## config.mk

```make
export PLATFORM = sky130hd
export DESIGN_NAME = instr_controller
export DESIGN_NICKNAME = d
export VERILOG_FILES = /design/src/rtl/instr_controller.sv
export SDC_FILE = /design/constraint.sdc
export NUM_CORES = 1
export LEC_CHECK = 0
export ABC_AREA = 1
export ABC_CLOCK_PERIOD_IN_PS = 1550
export BUFFER_PORTS_ARGS = -buffer_cell sky130_fd_sc_hd__buf_2
export CAP_MARGIN = 20
export CORE_MARGIN = 2
export CORE_UTILIZATION = 34
export DETAILED_ROUTE_END_ITERATION = 10
export PLACE_DENSITY_LB_ADDON = 0.08
export SLEW_MARGIN = 20
export SYNTH_ARGS = -nofsm -noshare
export SYNTH_HDL_FRONTEND = slang
export SYNTH_SLANG_ARGS = --single-unit
```

## constraint.sdc

```tcl
create_clock -name Clk -period 1.55 [get_ports Clk]
set_clock_uncertainty 0.2 [all_clocks]
set_input_delay 0.155 -clock Clk [delete_from_list [all_inputs] [get_ports Clk]]
set_output_delay 0.155 -clock Clk [all_outputs]
set_load 0.01 [all_outputs]
```

## src/rtl/instr_controller.sv

```systemverilog
// Sequencing control unit for the 16-bit processor: fetch, decode and execute
// one instruction at a time, driving PC, IR, data memory, register file and ALU.
module instr_controller (
    input  logic        Clk,
    input  logic        Clr,
    input  logic [15:0] IR,
    input  logic [6:0]  PC_Addr,
    output logic        PC_Clr,
    output logic        PC_Up,
    output logic        IR_Ld,
    output logic [7:0]  D_Addr,
    output logic        D_Wr,
    output logic        RF_s,
    output logic [3:0]  RF_W_Addr,
    output logic        RF_W_en,
    output logic [3:0]  RF_Ra_Addr,
    output logic [3:0]  RF_Rb_Addr,
    output logic [2:0]  ALU_s0,
    output logic [3:0]  State
);

    typedef enum logic [3:0] {
        S_INIT   = 4'd0,
        S_FETCH  = 4'd1,
        S_DECODE = 4'd2,
        S_LOAD_A = 4'd3,
        S_LOAD_B = 4'd4,
        S_STORE  = 4'd5,
        S_ADD    = 4'd6,
        S_SUB    = 4'd7,
        S_HALT   = 4'd8,
        S_NOOP   = 4'd9
    } state_t;

    localparam logic [3:0] OP_STORE = 4'b0001;
    localparam logic [3:0] OP_LOAD  = 4'b0010;
    localparam logic [3:0] OP_ADD   = 4'b0011;
    localparam logic [3:0] OP_SUB   = 4'b0100;
    localparam logic [3:0] OP_HALT  = 4'b0101;

    localparam logic [2:0] ALU_PASS = 3'b000;
    localparam logic [2:0] ALU_ADD  = 3'b001;
    localparam logic [2:0] ALU_SUB  = 3'b010;

    state_t      r_state;
    state_t      w_next;
    logic [3:0]  w_opcode;
    logic        w_pc_at_end;

    assign w_opcode    = IR[15:12];
    assign w_pc_at_end = (PC_Addr == 7'd127);
    assign State       = r_state;

    always_ff @(posedge Clk) begin
        if (Clr) begin
            r_state <= S_INIT;
        end else begin
            r_state <= w_next;
        end
    end

    always_comb begin
        w_next = r_state;
        case (r_state)
            S_INIT:   w_next = S_FETCH;
            S_FETCH:  w_next = S_DECODE;
            S_DECODE: begin
                case (w_opcode)
                    OP_STORE: w_next = S_STORE;
                    OP_LOAD:  w_next = S_LOAD_A;
                    OP_ADD:   w_next = S_ADD;
                    OP_SUB:   w_next = S_SUB;
                    OP_HALT:  w_next = S_HALT;
                    default:  w_next = S_NOOP;
                endcase
            end
            S_LOAD_A: w_next = S_LOAD_B;
            S_LOAD_B: w_next = S_FETCH;
            S_STORE:  w_next = S_FETCH;
            S_ADD:    w_next = S_FETCH;
            S_SUB:    w_next = S_FETCH;
            S_NOOP:   w_next = S_FETCH;
            S_HALT:   w_next = S_HALT;
            default:  w_next = S_INIT;
        endcase
    end

    always_comb begin
        PC_Clr     = 1'b1;
        PC_Up      = 1'b0;
        IR_Ld      = 1'b0;
        D_Addr     = 8'd0;
        D_Wr       = 1'b0;
        RF_s       = 1'b0;
        RF_W_Addr  = 4'd0;
        RF_W_en    = 1'b0;
        RF_Ra_Addr = 4'd0;
        RF_Rb_Addr = 4'd0;
        ALU_s0     = ALU_PASS;
        case (r_state)
            S_INIT: begin
                PC_Clr = 1'b0;
            end
            S_FETCH: begin
                IR_Ld = 1'b1;
                // PC saturates at the last word; that word is re-fetched until it halts
                PC_Up = ~w_pc_at_end;
            end
            S_LOAD_A: begin
                D_Addr    = IR[11:4];
                RF_s      = 1'b1;
                RF_W_Addr = IR[3:0];
            end
            S_LOAD_B: begin
                // Data memory read is registered, so the write lands one state later
                D_Addr    = IR[11:4];
                RF_s      = 1'b1;
                RF_W_Addr = IR[3:0];
                RF_W_en   = 1'b1;
            end
            S_STORE: begin
                D_Addr     = IR[7:0];
                RF_Ra_Addr = IR[11:8];
                D_Wr       = 1'b1;
            end
            S_ADD: begin
                RF_Ra_Addr = IR[11:8];
                RF_Rb_Addr = IR[7:4];
                RF_W_Addr  = IR[3:0];
                ALU_s0     = ALU_ADD;
                RF_W_en    = 1'b1;
            end
            S_SUB: begin
                RF_Ra_Addr = IR[11:8];
                RF_Rb_Addr = IR[7:4];
                RF_W_Addr  = IR[3:0];
                ALU_s0     = ALU_SUB;
                RF_W_en    = 1'b1;
            end
            default: ;
        endcase
    end

endmodule
```

* Word level (Yosys, flattened, before mapping)
Index checks and enable logic that the tools add are counted.
** Word-level totals
- Word-level logic and storage cells :: 37
- Output and inout port bits :: 33
- Bits in registers :: 4
- Input port bits :: 25
** Cells by class
- Reduce and logical (&&, ||, !) cells :: 7
- Bitwise logic cells :: 1
- Mux-type cells :: 13
- Equal/unequal tests :: 15
** Operators with widths (number)
- $pmux W4 S5 :: 2
- $eq A4 B3 Y1 const B :: 6
- $eq A4 B2 Y1 const B :: 4
- $pmux W8 S2 :: 1
- $mux W4 :: 3
- $eq A4 B1 Y1 const B :: 2
- $eq A4 B4 Y1 const B :: 2
- $eq A7 B7 Y1 const B :: 1
- $mux W1 :: 6
- $reduce_or A3 Y1 :: 2
- $reduce_or A6 Y1 :: 1
- $logic_not A4 Y1 :: 1
- $pmux W2 S2 :: 1
- $reduce_or A2 Y1 :: 2
- $reduce_or A4 Y1 :: 1
- $not A1 Y1 :: 1

* Longest topological paths before layout
- Depth after elaboration :: 3
- Depth in mapped cells :: 7
- Gate-level depth less buffers :: 7

* Worst setup path before layout
No wires, ideal clock.
- Path type :: reg-to-output
- From :: reg r_state[3], in the netlist State[3]
- To :: out RF_W_Addr[0]
- Setup slack :: 0.040 ns
- Arrival :: 1.155 ns
- Data required time :: 1.195 ns
- Buffers on the path :: 0
- Stages on the path, launching flop included :: 8
- Cells stage by stage :: dfxtp_1 inv_2 nand2_2 inv_1 a22oi_4 inv_4 nor2_4 nor2_1
** On the way
- Word-level cells in the longest chain between the ends :: 3
- Elaborated cells between the ends (all ways) :: 6
- Classes of those cells :: eq/ne: 4; mux: 1; reduce/logical: 1
** RTL lines
- start: declaration :: RTL line 45 : state_t r_state;
- start signal: assignment :: RTL line 58 : r_state <= w_next;
- $eq A4 B3 Y1 or $eq A4 B2 Y1 (tied branches) :: RTL line 100 : case (r_state)
- $reduce_or A4 Y1 (no line) *
- $mux W4 * :: RTL line 100
- end: declaration :: RTL line 14 : output logic [3:0] RF_W_Addr,
Every way passes the cells marked *; elsewhere a longest branch is shown, timed or not.

* Final worst setup path
Same ends and word-level chain as after synthesis.

==> reports/summary.txt <==
Status - complete, but fails checks
Failing checks - negative setup slack
Clock Tree Buf Depth - 2
Pint - 0.434 mW
Max-Cap Viols - 0
Crit start category - register
Worst-Skew Late Latency - 0.23 ns
Tmin final - 1.70 ns
Starting Density - 36.2%
Share of post-route cells with drive strength above 1 - 59.8%
Max-slew violations - 0
Grt total ovfl - 0
Diodes inserted - 0
First-pass GRT wire length - 2880 µm
Critical Path End Type - output port
Worst Path Buf+Inv - 4
DP HPWL - 1490 µm
Yosys warnings - 0
Worst Path Max Fanout - 5
Gate Count Post-Synth - 98
Most used routing layer - met2
CTS buffer count - 3
Via/cell ratio - 4.60
Post-route setup TNS - -2.78 ns
Reg2Reg Setup Slack - 0.13 ns
Area of the multi-input gates - 432 µm²
Starting DRC count in detailed routing - 15
Root Buffer - clkbuf_4
M3 GR Usage - 2.92%
Full die area - 1920 µm²
Htree depth - 1
Core Rows - 14
Max incr delay on CP - 0.37 ns
GPL Wtd Cong - 0.762
Pre-antenna DRT Iters - 4
Post-Place Cells - 177
RSZ-0062 raised after global routing - yes
Initial antenna violation count - 0
Hold Path Class - in2reg
Post-synthesis average cell area - 5.50 µm²
Vias in the first global route - 738
Register area - 90.1 µm²
Arr. time, crit path - 1.35 ns
Height of the chip - 43.8 µm
Cell variety after synth - 22
Crit-path cells - inv_2 -> nand2_2 -> inv_4 -> a22oi_4 -> inv_4 -> nor2_4 -> nor2_1 -> buf_2
Fin cells - 185
Remaining DRCs - 0
Grt met1 use - 20.4%
PD cells - 722 nW/µm²
Final Cycle Share - 110%
Max reg flops - 4
Num Clock Sinks - 4
DR WL/cell - 11.0 µm
Port-buffer cells - 56
Total power - 0.772 mW
# fillers - 137
Fmax - 0.587 GHz
Sw power - 0.338 mW
VDD IR-drop max - 0.586 mV
Worst Path Class, Setup - reg2out
Via count - 851
Met2 Use GR - 38.2%
Setup ws final - -0.155 ns
Final Hold Viols - 0
Synth Register Bits - 4
Synthesized area - 539 µm²
Crit path max-delay family - flip-flops
Clock share of power - 16.5%
Synthesized Nets - 123
Die width - 43.8 µm
Seq/Total Area, Yosys - 14.8%
Core Region - 1490 µm²
CP max-delay cell - dfxtp_4
Largest net degree at the start of global routing - 10
Sequential power share - 19.8%
Most frequent cell on the critical path - inv_4
Switch share - 43.8%
# nets final - 196
Logic pwr share - 63.7%
Top-level I/O count - 58
Leakage - 0.686 nW
TritonCTS clock tree - done
Clk slew on worst S/H paths - 0.04 ns
Antenna Nets Post-Route - 0
Syn-to-layout area delta - 98.4%
GRT Util Overall - 19.4%
Utilization after layout - 71.8%
WL final - 2040 µm
Final Setup Violations - 25
Worst Path Required - 1.19 ns
-- layout make-up --
class / instances / share of cell area, %
multi-input combinational: 66 / 40.4
timing repair buffer: 69 / 37.3
inverter: 27 / 9.94
sequential: 4 / 8.42
clock buffer: 3 / 2.11
tap: 16 / 1.87
-- cell usage after synthesis --
cell / n / area (µm²)
o21ai_0: 2 / 10.0
nor2_1: 25 / 93.8
nor2_4: 2 / 22.5
nand2_1: 10 / 37.5
a21oi_1: 2 / 10.0
nand2_2: 2 / 12.5
inv_4: 1 / 6.26
inv_1: 25 / 93.8
a21oi_2: 1 / 8.76
a311oi_1: 1 / 8.76
inv_2: 1 / 3.75
o21bai_1: 1 / 7.51
nand4_1: 1 / 6.26
nand3_1: 5 / 25.0
dfxtp_1: 4 / 80.1
o22ai_1: 8 / 50.1
a22oi_4: 1 / 21.3
nor3_2: 1 / 10.0
buf_4: 1 / 7.51
o21a_1: 1 / 7.51
nor2_2: 2 / 12.5
conb_1: 1 / 3.75
-- stage by stage --
step	setup WS (ns)	area (µm²)	hold slack (ns)
global placement	0.0532	905	0.164
finish	-0.155	1070	0.0468
global route	-0.224	1070	0.0525
detailed placement	0.0132	905	0.165
CTS	-0.159	1030	0.0488
floorplan	0.0405	539	0.0174
-- placed cells by master (no fill, tap or decap), types with 3 or more instances in the layout --
cell	netlist	layout
buf_2	0	55
inv_1	25	22
nor2_1	25	21
buf_4	1	11
nand2_1	10	10
o22ai_2	0	8
nand3_1	5	5
nor2_2	2	4
nor2_4	2	4
inv_2	1	3
clkbuf_4	0	3
-- worst paths after layout --
path	startpoint	end	cells past startpoint
worst min-delay path	IR[12]	State[2]$_SDFF_PP0_	3
worst max register to register	State[3]$_SDFF_PP0_	State[3]$_SDFF_PP0_	8
worst max-delay path	State[3]$_SDFF_PP0_	RF_W_Addr[0]	8
worst min register to register	State[3]$_SDFF_PP0_	State[3]$_SDFF_PP0_	2
-- worst register-to-register path, delay by kind of cell (launching register included) --
kind,cells,cell delay [ns]
and+or+nand+nor,4,0.47
DFF,1,0.35
buffers and inverters,3,0.22
AOI/OAI and AO/OA,1,0.11
-- power by group through the flow --
stage	sequential [mW]	clock, mW	combinational [mW]
3_3_place_gp	0.144	0	0.417
6_report	0.153	0.128	0.491
2_1_floorplan	0.158	0	0.213
4_1_cts	0.148	0.130	0.459
5_1_grt	0.155	0.138	0.531
3_5_place_dp	0.144	0	0.422
-- repair_timing --
item,4_1_cts,5_1_grt
pin swaps,3,4
endpoints found under the setup margin,25,27
hold buffers,1,0
endpoints found under the hold margin,4,0
setup buffers,2,2
resized for setup,20,8
-- cell families after synthesis --
kind of cell | synth area share (%)
AND/OR/NAND/NOR | 40.8
other | 0.695
flip-flops | 14.8
buffers and inverters | 20.7
AO/OA/AOI/OAI | 23.0
-- routing by layer --
metal / up-vias / part of all wire [%]
met2: 35 / 52
li1: 445 / -
met5: - / 0
met3: 0 / 8.5
met1: 371 / 40
met4: 0 / 0
(Power assumes the default switching activity.)
